===== src/rtl/cpu_phase_gen.sv =====
// Eight-phase timing generator feeding the VeriRISC CPU: derives fetch, cntrl_clk
// and alu_clk from one master clock, with run/step/halt/resume control and a cycle counter.
module cpu_phase_gen #(
  parameter int CNT_W = 16
) (
  input  logic             clk,
  input  logic             rst_,
  input  logic             run_en,
  input  logic             step,
  input  logic             resume,
  input  logic             halt,
  output logic             fetch,
  output logic             cntrl_clk,
  output logic             alu_clk,
  output logic             inst_done,
  output logic [2:0]       phase,
  output logic [1:0]       state,
  output logic [CNT_W-1:0] inst_count
);

  typedef enum logic [1:0] {
    STOPPED  = 2'd0,
    RUNNING  = 2'd1,
    STEPPING = 2'd2,
    HALTED   = 2'd3
  } state_t;

  localparam logic [CNT_W-1:0] CNT_ONE = CNT_W'(1);

  state_t           state_q, state_d;
  logic [2:0]       phase_d;
  logic             fetch_d, cntrl_d, alu_d, done_d;
  logic [CNT_W-1:0] count_d;
  logic             active, active_d, boundary;

  assign active   = (state_q == RUNNING) || (state_q == STEPPING);
  assign boundary = active && (phase == 3'd7);
  assign state    = state_q;

  // State register: every output is a flop, so no input reaches an output combinationally.
  // NOTE: sequential state uses non-blocking assignments so all flops update from pre-edge values.
  always_ff @(posedge clk or negedge rst_) begin
    if (!rst_) begin
      state_q    <= STOPPED;
      phase      <= 3'd0;
      fetch      <= 1'b0;
      cntrl_clk  <= 1'b0;
      alu_clk    <= 1'b0;
      inst_done  <= 1'b0;
      inst_count <= '0;
    end else begin
      state_q    <= state_d;
      phase      <= phase_d;
      fetch      <= fetch_d;
      cntrl_clk  <= cntrl_d;
      alu_clk    <= alu_d;
      inst_done  <= done_d;
      inst_count <= count_d;
    end
  end

  // Next state: halt and run_en only matter at the instruction boundary.
  always_comb begin
    // NOTE: default assignment first so no path through the case leaves state_d unassigned (no latch).
    state_d = state_q;
    case (state_q)
      STOPPED: begin
        if (run_en)    state_d = RUNNING;
        else if (step) state_d = STEPPING;
      end
      RUNNING: begin
        if (boundary) state_d = halt ? HALTED : (run_en ? RUNNING : STOPPED);
      end
      STEPPING: begin
        if (boundary) state_d = halt ? HALTED : STOPPED;
      end
      HALTED: begin
        if (resume) state_d = STOPPED;
      end
      default: state_d = STOPPED;
    endcase
  end

  // Outputs are decoded from the phase being entered, so the start edge and a
  // back-to-back boundary both present the p=0 pattern immediately.
  always_comb begin
    active_d = (state_d == RUNNING) || (state_d == STEPPING);
    phase_d  = (active && active_d) ? phase + 3'd1 : 3'd0;
    fetch_d  = active_d && !phase_d[2];
    cntrl_d  = active_d && !phase_d[0];
    alu_d    = active_d && (phase_d[2:1] == 2'b10);
    done_d   = boundary;
    count_d  = inst_count;
    if (boundary && (inst_count != '1)) count_d = inst_count + CNT_ONE;
  end

endmodule


===== config.mk =====
export PLATFORM = sky130hd
export DESIGN_NAME = cpu_phase_gen
export DESIGN_NICKNAME = d
export VERILOG_FILES = /design/src/rtl/cpu_phase_gen.sv
export SDC_FILE = /design/constraint.sdc
export NUM_CORES = 1
export LEC_CHECK = 0
export CAP_MARGIN = 20
export CELL_PAD_IN_SITES_DETAIL_PLACEMENT = 0
export CELL_PAD_IN_SITES_GLOBAL_PLACEMENT = 1
export CORE_MARGIN = 2
export CORE_UTILIZATION = 40
export CTS_CLUSTER_DIAMETER = 80
export DETAILED_ROUTE_END_ITERATION = 7
export PLACE_DENSITY_LB_ADDON = 0.1
export REMOVE_ABC_BUFFERS = 1
export SKIP_CTS_REPAIR_TIMING = 1
export SYNTH_ARGS = -nofsm -noshare
export SYNTH_HDL_FRONTEND = slang
export SYNTH_SLANG_ARGS = --single-unit

===== constraint.sdc =====
create_clock -name clk -period 3.7 [get_ports clk]
set_clock_uncertainty 0.05 [all_clocks]
set_input_delay 0.555 -clock clk [delete_from_list [all_inputs] [get_ports clk]]
set_output_delay 0.555 -clock clk [all_outputs]
set_load 0.005 [all_outputs]

* After elaboration in Yosys (flattened, before gate mapping)
Index checks and enable logic that the tools add are counted.
Storage, ports and cells: flip-flop bits (word level) 25, bits of input ports 6, output and inout bits 25, word-level logic and storage cells 38
Cells by class: add/sub/neg operators 2, equal/unequal tests 8, multiplexer cells 10, reduce and logical (&&, ||, !) cells 11
Operators with widths (number):
- 16-bit by 1-bit adder with 16-bit output (second input constant) | 1
- 16-bit != test (second input constant) | 1
- 2-bit 2-to-1 mux | 7
- 2-bit == test (second input constant) | 4
- 2-bit case mux with 4 select lines | 1
- 1-bit logical AND | 6
- 2-bit by 1-bit == test with 1-bit output (second input constant) | 2
- 3-bit by 1-bit adder with 3-bit output (second input constant) | 1
- 3-bit == test (second input constant) | 1
- 3-bit 2-to-1 mux | 1
- 1-bit zero test | 2
- 2-bit zero test | 1
- 1-bit logical OR | 2
- 1-bit 2-to-1 mux | 1

* Longest topological paths before layout
depth after elaboration 11, depth in mapped cells 8, gate-level depth less buffers 7

* Least setup slack after synthesis
Ideal clock, no wire load.
path kind reg2reg, from reg state_q[0] (netlist: state[0]), to reg alu_clk, library setup time 0.138 ns, arrival 1.878 ns, required time 3.512 ns, slack 1.635 ns, stages on the path, launching flop included 8, buffers on the path 0, clock period less this slack 2.065 ns, path through dfrtp_1 -> inv_1 -> ha_1 -> nand2_1 -> and3_1 -> a221o_1 -> xnor2_1 -> nor3_1
Between the ends: cells in the longest elaborated chain, start to end 11, elaborated cells on any way between the ends 19, those cells by class eq/ne: 6; mux: 7; reduce/logical: 6
RTL lines:
- start: declaration | line 30 | state_t state_q, state_d;
- start signal: assignment | line 52 | state_q <= state_d;
- 2-bit by 1-bit == test with 1-bit output or 2-bit == test (tied branches) | line 36, 66
- 1-bit logical OR | line 36 | assign active = (state_q == RUNNING) || (state_q == STEPPING);
- 1-bit logical AND | line 37 | assign boundary = active && (phase == 3'd7);
- 2-bit 2-to-1 mux (on tied branches) | line 75, 72
- 2-bit case mux with 4 select lines | line 66 | case (state_q)
- 2-bit by 1-bit == test with 1-bit output or 2-bit == test (tied branches) | line 87 | active_d = (state_d == RUNNING) || (state_d == STEPPING);
- 1-bit logical OR | line 87
- 1-bit logical AND | line 88 | phase_d = (active && active_d) ? phase + 3'd1 : 3'd0;
- 3-bit 2-to-1 mux | line 88
- 2-bit == test | line 91 | alu_d = active_d && (phase_d[2:1] == 2'b10);
- 1-bit logical AND (*) | line 91
- via alu_d | line 32 | logic fetch_d, cntrl_d, alu_d, done_d;
- end signal: assignment | line 56 | alu_clk <= alu_d;
- end: declaration | line 14 | output logic alu_clk,
Mark *: on every way through the listed nets, which the timed path passes. The rest lies on a longest branch. A chain may end at the register's enable or synchronous reset.

* Worst setup path in the final report
Ends and elaborated chain as after synthesis.

==> metrics <==
status completed; share of cells above drive strength 1 6.85%; worst-path maximum fanout 8; area share of the largest cell type after synthesis between 50% and 60%; Core Box Area 0.00298 mm2; PortBufs 30; Reg-to-Reg End alu_clk; CTS clk-pin slew, worst paths between 100 and 150 ps; leak pwr 0.733 nW; H-tree depth 1; Placed Area 0.00157 mm2; Max-slew headroom 60.4%; Hold Crit Endpoint phase[0]; CP Cell Sequence inv_1 -> ha_1 -> nand2_1 -> and3_1 -> a221o_1 -> xnor2_1 -> nor3_1; Yosys top cell by area dfrtp_1; crit end category flip-flop; Nets 160; WHS Path Cells 1; synthesis-to-layout area growth 30.5%; WP data arrival 2490 ps; Final Max Slew Viols 0; Max Cap Viol 0; ANT nets after route 0; RR Startpoint state[0]; global-route wire length before repair 4020 um; min Tclk post-route approximately 2300 ps; Distinct cells, synth 29; Final Hold Viols 0; die footprint between 0.003 and 0.004 mm2; post-synthesis sequential area ratio roughly half; synth top area cells dfrtp_1 51%, ha_1 7.2%, xnor2_1 7.2%, xor2_1 3.6%, nand2_1 3.1%; DR iter-0 viols 21; TritonCTS buffer count 3; post-synthesis register bit count 25; Final Cycle Share between 60 and 70%; Root Buffer clkbuf_4; # DRC 0; vias in the first global route 926; final wirelength 2370 um; Gate Count Post-Synth 112; TNS Setup 0 ps; worst hold margin 459 ps; Die Width 59.3 um; Die Y 59.3 um; grt ovf 0; antenna violations before repair 0; num ports 31; drt wl/cell 13.2 um; worst vdd ir between 150 and 200 uV; final total power 737 uW; Layout Cells excl Fill 179; R2R setup slack 1360 ps; Sink Count 25; Finished Cell Area around 0.0016 mm2; Skew-Pair Late Insertion Delay 320 ps; clk buf depth 2; Syn. warnings 0; Power per Cell Area 461 mW/mm2; worst slew pin tran ~590 ps; antenna cells 0; vias per cell 5.18; dpl hpwl 1830 um; row count 20; CTS tree built; Critical Path RT about 3900 ps; HP Start phase[0]; element type at the critical path start flip-flop; GRT Util Overall between 15 and 20%; pin count of the biggest net entering global routing 15; dpl cells ~180; drt pass-1 iters 4; Initial Utilization 41.1%; Fmax about 0.43 GHz; total number of vias 927; CP max stage delay between 400 and 500 ps; Mean Syn Cell Area 10.9 um2; worst r2r path cells 7; critical path type flip-flop to flip-flop; CP max-delay cell dfrtp_1; mapped cell area 0.00122 mm2; gpl congestion 0.892; RSZ-0062 raised after global routing false; Hold Path Class flip-flop to flip-flop; Final setup viols 0
[worst max-delay path: cells and delay by family, from the launching register on]
family          cells  cell delay (ps)
simple gates        3              540
flops               1              450
fa+ha+maj           1              410
xor+xnor            1              380
compound gates      1              300
buf+inv             1              110
[where the power goes]
group	internal, mW	leakage (nW)	switching (mW)
clock	0.0405	0.0177	0.0803
sequential	0.305	0.343	0.0243
combinational	0.142	0.372	0.144
total	0.488	0.733	0.249
[sequential cells by signal, indices dropped and copies added (netlist names)]
name,cells
phase,3
fetch,1
inst_done,1
inst_count,16
cntrl_clk,1
state,2
alu_clk,1
[area by class of cell]
| class | instances | area [um2] |
|---|---|---|
| timing repair buffer | 31 | 315 |
| inverter | 9 | 33.8 |
| sequential | 25 | 626 |
| fill | 276 | 1380 |
| clock inverter | 1 | 5.00 |
| multi-input combinational | 77 | 553 |
| clock buffer | 3 | 22.5 |
| tap | 33 | 41.3 |
[synth_stat cells]
cell / count
nor2b_1: 1
xnor2_1: 10
and2_4: 1
o311a_1: 1
buf_6: 1
o21ai_0: 1
dfrtp_1: 25
nand4_2: 1
or4_4: 1
o221ai_1: 1
a221o_1: 1
nor2_1: 5
and2b_1: 1
nand2b_1: 3
mux2_4: 1
nor3b_1: 1
inv_1: 9
o21a_1: 2
xor2_1: 5
o22ai_1: 1
a21oi_1: 3
nor4_2: 1
nand3_1: 4
and3_1: 3
nand4_1: 5
nand2_1: 10
ha_1: 7
a21boi_0: 1
nor3_1: 6
[layer usage]
| layer | track usage [%] | up-vias | part of all wire, % |
|---|---|---|---|
| li1 | - | 453 | - |
| met1 | 20.1 | 448 | 46 |
| met2 | 24.5 | 21 | 47 |
| met3 | 2.18 | 5 | 4.2 |
| met4 | 6.82 | 0 | 2.0 |
| met5 | 0 | - | 0 |
[layout by cell type, fill, tap and decap left out, types with 4 or more instances in the layout]
master           synthesis  layout
clkdlybuf4s50_1          0      30
dfrtp_1                 25      25
nand2_1                 10      10
xnor2_1                 10      10
inv_1                    9       9
ha_1                     7       7
nor3_1                   6       6
nor2_1                   5       5
nand4_1                  5       5
xor2_1                   5       5
nand3_1                  4       4
[metrics by stage]
stage | setup slack (ps) | utilization, %
5_1_grt | 1110 | 53.6
2_1_floorplan | 1630 | -
3_5_place_dp | 1370 | 52.7
4_1_cts | 1360 | 53.6
3_3_place_gp | 1430 | 52.2
6_report | 1360 | 53.6
[worst max-delay path by stage]
stage,to,from,depth (start not counted)
finish,alu_clk,state[0],7
global route,alu_clk,state[0],7
CTS,alu_clk,state[0],7
detailed placement,alu_clk,state[0],7
global placement,alu_clk,resume,6
floorplan,alu_clk,state[0],7
[logic make-up after synthesis]
kind of cell / Yosys count / synth area share, %
compound gates: 11 / 6.34
flops: 25 / 51.1
buf+inv: 10 / 3.68
mux: 1 / 1.23
simple gates: 43 / 19.7
fa+ha+maj: 7 / 7.16
xor+xnor: 15 / 10.7
Power figures use the tool's default switching activity.
